==> config.mk <==
export PLATFORM = sky130hd
export DESIGN_NAME = uart_byte_tx
export DESIGN_NICKNAME = d
export VERILOG_FILES = /design/src/rtl/uart_byte_tx.sv
export SDC_FILE = /design/constraint.sdc
export NUM_CORES = 1
export LEC_CHECK = 0
export BUFFER_PORTS_ARGS = -buffer_cell sky130_fd_sc_hd__buf_2
export CORE_UTILIZATION = 58
export DETAILED_ROUTE_END_ITERATION = 7
export GPL_TIMING_DRIVEN = 0
export PLACE_DENSITY_LB_ADDON = 0.1
export SLEW_MARGIN = 20
export SYNTH_ARGS = -nofsm -noshare
export SYNTH_HDL_FRONTEND = slang
export SYNTH_SLANG_ARGS = --single-unit
==> constraint.sdc <==
create_clock -name i_sysclk -period 1.9 [get_ports i_sysclk]
set_input_delay 0.095 -clock i_sysclk [delete_from_list [all_inputs] [get_ports i_sysclk]]
set_output_delay 0.095 -clock i_sysclk [all_outputs]
set_load 0.01 [all_outputs]
==> src/rtl/uart_byte_tx.sv <==
// uart_byte_tx -- serial byte transmitter, frame-compatible with uart_byte_rx.
//
// Accepts one byte on a single-cycle start strobe. Sends it LSB-first in a
// UART frame: start bit, 8 data bits, optional parity bit, then 1 or 2 stop
// bits. Each bit lasts BAUD_CNT_MAX clocks.
//
// Ports:
//   i_sysclk        system clock, rising edge
//   i_sysrst_n      asynchronous active-low reset
//   i_tx_data[7:0]  byte to send; sampled only when a start is accepted
//   i_tx_start      start strobe; ignored while o_tx_busy is high
//   o_uart_tx       serial line, idle high, always driven from a flop
//   o_tx_busy       high while a frame is in progress
//   o_uart_tx_done  one-cycle pulse on the edge that ends the last stop bit
module uart_byte_tx #(
  parameter int CLK_FREQ     = 50_000_000,
  parameter int BAUD         = 9600,
  parameter int BAUD_CNT_MAX = CLK_FREQ / BAUD,
  parameter int PARITY       = 0,  // 0 none, 1 odd, 2 even
  parameter int STOP_BITS    = 1   // 1 or 2
) (
  input  logic       i_sysclk,
  input  logic       i_sysrst_n,
  input  logic [7:0] i_tx_data,
  input  logic       i_tx_start,
  output logic       o_uart_tx,
  output logic       o_tx_busy,
  output logic       o_uart_tx_done
);

  // A one-clock bit time still needs a 1-bit counter.
  localparam int CNT_W = (BAUD_CNT_MAX > 1) ? $clog2(BAUD_CNT_MAX) : 1;
  localparam logic [CNT_W-1:0] CNT_LAST = CNT_W'(BAUD_CNT_MAX - 1);

  typedef enum logic [2:0] {
    S_IDLE,
    S_START,
    S_DATA,
    S_PAR,
    S_STOP
  } state_e;

  state_e           state_q;
  logic [CNT_W-1:0] baud_cnt_q;
  logic [2:0]       bit_idx_q;
  logic [7:0]       shift_q;
  logic             par_q;
  logic             stop_idx_q;
  logic             tx_q;
  logic             busy_q;
  logic             done_q;
  logic             bit_end;

  assign bit_end = (baud_cnt_q == CNT_LAST);

  // The line value for the next bit is loaded on the edge that ends the
  // current one. o_uart_tx therefore comes straight from tx_q, with no
  // combinational path from any input.
  always_ff @(posedge i_sysclk or negedge i_sysrst_n) begin
    if (!i_sysrst_n) begin
      state_q    <= S_IDLE;
      baud_cnt_q <= '0;
      bit_idx_q  <= '0;
      shift_q    <= '0;
      par_q      <= 1'b0;
      stop_idx_q <= 1'b0;
      tx_q       <= 1'b1;
      busy_q     <= 1'b0;
      done_q     <= 1'b0;
    end else begin
      // NOTE: state flops use non-blocking assignments so every register
      // samples pre-edge values, whatever order the statements appear in.
      done_q <= 1'b0;

      if (state_q != S_IDLE) begin
        baud_cnt_q <= bit_end ? '0 : baud_cnt_q + 1'b1;
      end

      case (state_q)
        S_IDLE: begin
          tx_q   <= 1'b1;
          busy_q <= 1'b0;
          if (i_tx_start) begin
            shift_q    <= i_tx_data;
            par_q      <= (PARITY == 1) ? ~(^i_tx_data) : (^i_tx_data);
            baud_cnt_q <= '0;
            bit_idx_q  <= '0;
            stop_idx_q <= 1'b0;
            tx_q       <= 1'b0;
            busy_q     <= 1'b1;
            state_q    <= S_START;
          end
        end

        S_START: begin
          if (bit_end) begin
            tx_q    <= shift_q[0];
            state_q <= S_DATA;
          end
        end

        S_DATA: begin
          if (bit_end) begin
            shift_q   <= {1'b0, shift_q[7:1]};
            bit_idx_q <= bit_idx_q + 1'b1;
            tx_q      <= shift_q[1];
            if (bit_idx_q == 3'd7) begin
              if (PARITY != 0) begin
                tx_q    <= par_q;
                state_q <= S_PAR;
              end else begin
                tx_q    <= 1'b1;
                state_q <= S_STOP;
              end
            end
          end
        end

        S_PAR: begin
          if (bit_end) begin
            tx_q    <= 1'b1;
            state_q <= S_STOP;
          end
        end

        S_STOP: begin
          if (bit_end) begin
            if ((STOP_BITS == 1) || stop_idx_q) begin
              tx_q    <= 1'b1;
              busy_q  <= 1'b0;
              done_q  <= 1'b1;
              state_q <= S_IDLE;
            end else begin
              stop_idx_q <= 1'b1;
            end
          end
        end

        default: begin
          tx_q    <= 1'b1;
          busy_q  <= 1'b0;
          state_q <= S_IDLE;
        end
      endcase
    end
  end

  assign o_uart_tx      = tx_q;
  assign o_tx_busy      = busy_q;
  assign o_uart_tx_done = done_q;

endmodule

==> Word-level counts from Yosys, hierarchy flattened <==
Index checks and enable logic that the tools add are counted.
{ "totals": {"word_cells": 60, "ff_bits": 30, "out_inout_bits": 3, "input_bits": 11} }
{ "op_classes": {"bitwise": 1, "reduce_logical": 9, "n_eq_ne": 13, "n_addsub": 2, "mux": 28} }
{ "op_table": {"columns": ["operator", "n"], "rows": [
  ["2-to-1 mux 13 bit", 4],
  ["2-to-1 mux 3 bit", 8],
  ["2-to-1 mux 8 bit", 2],
  ["one-hot mux 8 bit (2 select lines)", 1],
  ["one-hot mux 3 bit (5 select lines)", 1],
  ["adder 13 x 1 -> 13 bit, second input constant", 1],
  ["equality test 13 bit, second input constant", 1],
  ["inequality test 2 bit, second input constant", 6],
  ["2-to-1 mux 1 bit", 9],
  ["equality test 3 x 2 -> 1 bit, second input constant", 2],
  ["equality test 3 bit, second input constant", 2],
  ["one-hot mux 3 bit (2 select lines)", 1],
  ["AND reduction 3 bit", 2],
  ["AND reduction 6 bit", 1],
  ["one-hot mux 1 bit (4 select lines)", 1],
  ["adder 3 x 1 -> 3 bit, second input constant", 1],
  ["equality test 3 x 1 -> 1 bit, second input constant", 1],
  ["logical NOT 3 bit", 1],
  ["one-hot mux 1 bit (3 select lines)", 1],
  ["nonzero test 3 bit", 1],
  ["OR reduction 3 bit", 1],
  ["inequality test 2 x 1 -> 1 bit, second input constant", 1],
  ["AND reduction 2 bit", 1],
  ["nonzero test 2 bit", 1],
  ["other kinds (2)", 2]
]} }

==> Longest topological paths before layout <==
Gate-level depths: netlist (run 1).
{ "logic_depth": {"depth_word": 5, "depth_mapped": 6, "ltp_nobuf": 5} }

==> Worst setup path after synthesis (run 1) <==
Ideal clock, no wire load.
{ "synth_timing": {"path_type": "reg-to-reg", "from": "reg baud_cnt_q[0]", "to": "reg baud_cnt_q[8]", "required_ps": 1821, "period_less_slack_ps": 1686, "arrival_time_ps": 1607, "path_slack_ps": 214, "setup_time_ps": 79, "n_path_buf": 1, "path_stages_with_launch": 7, "path_cell_list": "dfrtp_1 ha_1 and4b_1 and3_1 buf_2 or3_1 mux2i_1"} }
{ "synth_between": {"elab_chain_len": 5, "elab_cells_between_ends": 6, "cone_classes": "add/sub (1); eq/ne (1); mux (4)"} }
{ "synth_lines": {"columns": ["item", "line", "source"], "rows": [
  ["from (decl)", "44", "logic [CNT_W-1:0] baud_cnt_q;"],
  ["from (signal assigned)", "76", "baud_cnt_q <= bit_end ? '0 : baud_cnt_q + 1'b1;"],
  ["adder 13 x 1 -> 13 bit / equality test 13 bit (equally long branches)", "76, 54", null],
  ["2-to-1 mux 13 bit *", "76", null],
  ["2-to-1 mux 13 bit *", "75", "if (state_q != S_IDLE) begin"],
  ["2-to-1 mux 13 bit", "83", "if (i_tx_start) begin"],
  ["2-to-1 mux 13 bit *", "79", "case (state_q)"]
]} }
Every way passes the cells marked *; elsewhere a longest branch is shown, timed or not.
A chain may end at the register's enable or synchronous reset.

==> Final worst setup path (run 1) <==
{ "layout_timing": {"from": "reg baud_cnt_q[0]", "to": "reg baud_cnt_q[3]"} }
The elaborated chain is that of the path after synthesis.

==> flow_summary.ini, run 1 <==
[logic_synthesis]
yosysTopAreaCellShare_pct = 45.6
synth_xor_xnor_area_share_pct = 0
syn_area_um2 = 1590
ys_ff_latch = 30
synthAdderAreaFrac_pct = 2.99
synthCells = 164
syn_nets = 178
yosys.area_share.simple_pct = 24.9
synth-compound-area-share_pct = 15.3
synth_top_family_by_area = simple AND/OR/NAND/NOR gates
yosys-top-cells-area = dfrtp_1, mux2i_1, nand3_1
muxShareOfSynthArea_pct = 7.00
synth_cell_type_count = 38
avgSynthCellArea_um2 = 9.70
yosysSeqAreaShare_pct = 47.3
yosysTopAreaCell = dfrtp_1
yosys_warnings = 0

[timing]
maxSlewViolCount = 0
setup_viol = 0
fin_hold_ws_ns = 0.0101
grt_setup_unrepaired = no
max_slew_margin_pct = 56.6
finalHoldViolations = 0
clock.fmax_mhz = 556
fin_ws_ns = 0.102
min_period_ns = 1.80
tightest_slew_ns = 0.652
finalCritPeriodShare_pct = 94.6
fin_skew_ns = 0.00931

[setup_path]
worst_setup_path_end_kind = register
max_stage_delay_ns = 0.40
worstSetupStartpointType = register
path_cells = ha_2, and4b_2, and3_1, buf_2, or3_1, mux2i_1
path_max_fanout = 10
required_ns = 2.17
cp_slowest_cell = dfrtp_1
worst-setup-path-type = reg2reg
cp.arrival_ns = 2.07

[power]
powerDensity_nw_per_um2 = 612
p_leak_nw = 0.773
ir_drop_mv = 0.732
finalPower_w = 0.00110

[cts]
cts_buffers = 5
ctsLongestPathBuffers = 2
clockRootBuffer = clkbuf_4
tritoncts = done
path_clk_slew_ns = 0.10
htreeDepth = 2
clock_sinks = 30
clk_latency_ns = 0.35

[grt]
grt_max_degree = 31
antenna_found_initial = 0
grt_pass1_wl_um = 5020
grt_usage_pct = 24.6
grt_pass1_vias = 1084
grt_overflow = 0

[cells_and_area]
antennaDiodeCount = 0
num-fill-cells = 202
area_growth_pct = 13.4
fin_nets = 201
fin_util_pct = 70.8
final_cells = 218
drive_above_1_share_pct = 18.6

[detailed_routing]
drc = 0
vias = 1340
wl_per_cell_um = 14.9
viasPerCell = 6.15
drtPass1Iterations = 4
final_antenna_net_count = 0
wirelength_um = 3240
drt_iter0_markers = 22

[die]
pin_count = 14
die_h_um = 54.4
row_count = 18
start_util_pct = 62.5
die_w_um = 54.4
core-area_um2 = 2540
dieArea_um2 = 2960

[placed_design]
dp_slack_ns = -0.0207
io_buffers = 13
place.gp.congestion = 0.885
post-dp-hpwl_um = 2280
numPlacedInstances = 207

[run]
cap_violations = 0

[run_status]
outcome = finished clean

[worst_hold_path]
hold_path.class = in2reg
stage by stage:
| step | instance area (um2) | setup TNS, ns |
|---|---|---|
| finish | 1800 | 0 |
| detailed placement | 1690 | -0.0612 |
| CTS | 1790 | 0 |
| global route | 1800 | 0 |
| floorplan | 1590 | 0 |
| global placement | 1690 | 0 |
worst paths after layout:
| check | startpoint | end | slack [ns] | cells after the start |
|---|---|---|---|---|
| worst max-delay path | baud_cnt_q[0] | baud_cnt_q[3] | 0.10 | 6 |
| worst min-delay path | i_tx_data[2] | shift_q[2] | 0.01 | 3 |
| worst max register to register | baud_cnt_q[0] | baud_cnt_q[3] | 0.10 | 6 |
| worst min register to register | shift_q[7] | shift_q[7] | 0.50 | 1 |
| max in group asynchronous | i_sysrst_n | baud_cnt_q[0] | 1.17 | 2 |
| min in group asynchronous | i_sysrst_n | bit_idx_q[0] | 0.30 | 2 |
per-layer routing:
layer	share of wire, %	global-route usage (%)
met3	5.3	9.17
met2	46	35.4
met5	0	0
met4	1.3	7.69
met1	47	34.0
synth_stat cells:
library cell / count
mux2_2: 1
nor3_2: 1
a41oi_1: 1
a31oi_2: 1
maj3_1: 1
buf_2: 5
nand3_1: 17
nor2_1: 8
and4bb_1: 1
clkbuf_1: 4
dfstp_2: 1
and3_1: 1
and4b_1: 2
or2_1: 1
nor3_1: 3
nor4_1: 1
nor2_2: 1
nor4b_4: 1
ha_1: 3
and2_1: 1
or3_1: 4
o21ai_0: 4
a21o_1: 2
dfrtp_1: 29
and4_1: 1
a22o_1: 2
o31a_1: 1
nand2_1: 14
nand4_1: 5
mux2i_1: 10
a31oi_1: 7
or4b_1: 1
nor3b_1: 2
nand3b_1: 1
o21ai_1: 16
nand2b_1: 3
o22ai_1: 1
a21oi_1: 6
cells by family after synthesis:
family                   count (synthesis)
AO/OA/AOI/OAI                           41
adder cells (fa/ha/maj)                  4
buffers and inverters                    9
flip-flops                              30
multiplexers                            11
AND/OR/NAND/NOR                         69
final cells by class:
| type | instances | area (um2) | area share (%) |
|---|---|---|---|
| plain buffers | 9 | 40.0 | 2.22 |
| clock buffers | 6 | 51.3 | 2.85 |
| clock inverters | 2 | 12.5 | 0.694 |
| multi-input cells | 125 | 817 | 45.3 |
| flip-flops and latches | 30 | 752 | 41.7 |
| well taps | 30 | 37.5 | 2.08 |
| repair buffers | 16 | 92.6 | 5.14 |
power by group:
| part | total, W | leakage (nW) | switching (W) | internal, W |
|---|---|---|---|---|
| logic | 0.0000385 | 0.385 | 0.0000215 | 0.0000169 |
| registers | 0.000650 | 0.354 | 0.00000429 | 0.000646 |
| clock network | 0.000414 | 0.0343 | 0.000237 | 0.000177 |
| total | 0.00110 | 0.773 | 0.000263 | 0.000840 |
registers in the layout (all words and copies together) (netlist names):
register,count
o_tx_busy,1
o_uart_tx_done,1
baud_cnt_q,13
shift_q,8
o_uart_tx,1
state_q,3
bit_idx_q,3
worst max-delay path, delay by kind of cell (launching register included):
kind                     cells  cell delay, ns
AND/OR/NAND/NOR              3            0.79
flip-flops                   1            0.40
adder cells (fa/ha/maj)      1            0.23
buffers and inverters        1            0.18
multiplexers                 1            0.12
layout by cell type (no fill, tap or decap), drive strengths merged, types with 6 or more instances in the layout:
master / instances
a21oi: 6
a31oi: 8
buf: 19
clkbuf: 10
dfrtp: 29
mux2i: 10
nand2: 14
nand3: 17
nor2: 9
o21ai: 20
repair_timing:
item,in CTS,in global routing
hold endpoints to repair,30,0
hold buffers,2,0
buffers inserted,0,1
setup endpoints to repair,5,19
pin swaps,0,0
gates resized for setup,1,3
Power figures use the tool's default switching activity.
==> run 2: changes to the inputs <==
--- a/config.mk
+++ b/config.mk
@@ -6,7 +6,7 @@
 export NUM_CORES = 1
 export LEC_CHECK = 0
 export BUFFER_PORTS_ARGS = -buffer_cell sky130_fd_sc_hd__buf_2
-export CORE_UTILIZATION = 58
+export CORE_UTILIZATION = 45
 export DETAILED_ROUTE_END_ITERATION = 7
 export GPL_TIMING_DRIVEN = 0
 export PLACE_DENSITY_LB_ADDON = 0.1
==> run 2 against run 1 <==
Net effect: die area up 28%; combinational power down 3%; worst setup slack worse by 0.022 ns; critical path type unchanged; highest routed layer unchanged.
==> flow_summary.ini, run 2 (same netlist as run 1, synthesis figures left out) <==
[cts]
ctsLongestPathBuffers = 2
htreeDepth = 2
clock_sinks = 30
tritoncts = done
clockRootBuffer = clkbuf_4
path_clk_slew_ns = 0.09
cts_buffers = 5
clk_latency_ns = 0.32

[timing]
tightest_slew_ns = 0.683
finalHoldViolations = 0
maxSlewViolCount = 0
grt_setup_unrepaired = no
finalCritPeriodShare_pct = 95.8
finalSetupTns_ns = 0
clock.fmax_mhz = 549
fin_skew_ns = 0.00492
min_period_ns = 1.82
max_slew_margin_pct = 54.5
setup_viol = 0

[cells_and_area]
regArea_um2 = 752
final_cells = 232
fin_util_pct = 53.6
drive_above_1_share_pct = 18.8
num-fill-cells = 327
top_register = baud_cnt_q
area_growth_pct = 13.5
antennaDiodeCount = 0
multi_input_area_um2 = 822
largest_register_ffs = 13
fin_nets = 200
final_common_cell = dfrtp_1
top_regs = baud_cnt_q: 13 flops, shift_q: 8 flops
mostFrequentLayoutCells = dfrtp_1, buf_2, nand3_1

[detailed_routing]
drt_iter0_markers = 143
viasPerCell = 5.78
wl_per_cell_um = 14.3
final_antenna_net_count = 0
wirelength_um = 3310
drtPass1Iterations = 4
drc = 0
vias = 1340

[grt]
antenna_found_initial = 0
grt_overflow = 0
grt_usage_pct = 20.6
use_met1_pct = 25.6
grtUsageMet2_pct = 32.9
grt_max_degree = 31
grt_pass1_wl_um = 5580
gr-usage-met3_pct = 6.93
busiest_layer = met2
grt_pass1_vias = 1218

[setup_path]
path_max_fanout = 10
rr_endpoint = baud_cnt_q[8]
required_ns = 2.15
max_stage_delay_ns = 0.41
path_cells = ha_2, and4b_2, and3_1, buf_2, or3_1, mux2i_1
r2r-start = baud_cnt_q[0]
worstSetupStartpointType = register
r2r_cells = 6
cp_slowest_cell = dfrtp_1
worst-setup-path-type = reg2reg
cp-startpoint = baud_cnt_q[0]
cp.arrival_ns = 2.07
worst_setup_path_end_kind = register
crit_path_end = baud_cnt_q[8]
r2r_slack_ns = 0.08

[die]
start_util_pct = 47.3
row_count = 21
core-area_um2 = 3360
dieArea_um2 = 3780
die_h_um = 61.4
die_w_um = 61.4
pin_count = 14

[power]
finalPower_w = 0.00103
ir_drop_mv = 0.332
powerDensity_nw_per_um2 = 571
p_leak_nw = 0.768

[placed_design]
io_buffers = 13
place.gp.congestion = 0.831
post-dp-hpwl_um = 2290
numPlacedInstances = 223

[run_status]
outcome = finished clean

[worst_hold_path]
whs_path_depth = 3
hold_path.class = in2reg

[run]
cap_violations = 0
==> run 2: changes by cell type in the layout (fill, tap and decap cells not counted), sizes merged <==
cell and change:
dlygate4sd3 -1, clkinvlp -1, buf +1, clkinv -1
==> run 2: how the worst min path moves through the flow <==
stage / start / end
after floorplan: i_sysrst_n / baud_cnt_q[0]
after global placement: i_sysrst_n / baud_cnt_q[9]
final: i_tx_data[2] / shift_q[2]
after detailed placement: i_sysrst_n / baud_cnt_q[9]
after CTS: i_tx_data[2] / shift_q[2]
after global routing: i_tx_data[3] / shift_q[3]
==> run 2: power breakdown <==
group	leakage (nW)	internal, W	switching (W)	total [W]
clock	0.0254	0.000139	0.000204	0.000344
sequential	0.354	0.000646	0.00000446	0.000650
combinational	0.389	0.0000156	0.0000217	0.0000373
total	0.768	0.000800	0.000230	0.00103
==> run 2: through the flow <==
stage | hold slack (ns) | setup slack (ns) | area (um2)
detailed placement | 0.174 | 0.00806 | 1710
global route | 0.0412 | 0.00581 | 1800
floorplan | -0.201 | 0.214 | 1590
global placement | 0.161 | -0.00413 | 1710
CTS | 0.0319 | -0.0260 | 1770
finish | 0.0489 | 0.0797 | 1800
==> run 2: worst max-delay path: cells and delay by family (launching register included) <==
family / cells / cell delay (ns)
flip-flops: 1 / 0.41
multiplexers: 1 / 0.13
buffers and inverters: 1 / 0.17
AND/OR/NAND/NOR: 3 / 0.80
adder cells (fa/ha/maj): 1 / 0.23
==> run 2: layout make-up <==
type / count / share of cell area, %
clock buffer: 7 / 2.50
multi-input combinational: 125 / 45.6
buffer: 8 / 2.08
timing repair buffer: 16 / 4.99
sequential: 30 / 41.7
tap: 46 / 3.19
==> run 2: per-layer routing <==
metal | vias to the layer above | routed length, um | share of wire [%]
met4 | 0 | 51 | 1.5
li1 | 660 | - | -
met5 | - | 0 | 0
met3 | 6 | 137 | 4.1
met2 | 33 | 1640 | 49
met1 | 641 | 1480 | 45
==> run 2: timing repair <==
item                                    CTS  global route
endpoints found under the hold margin    29             0
buffers inserted                          0             2
resized for setup                         0             7
hold buffers                              1             0
pin swaps                                 0             1
endpoints found under the setup margin    5            20
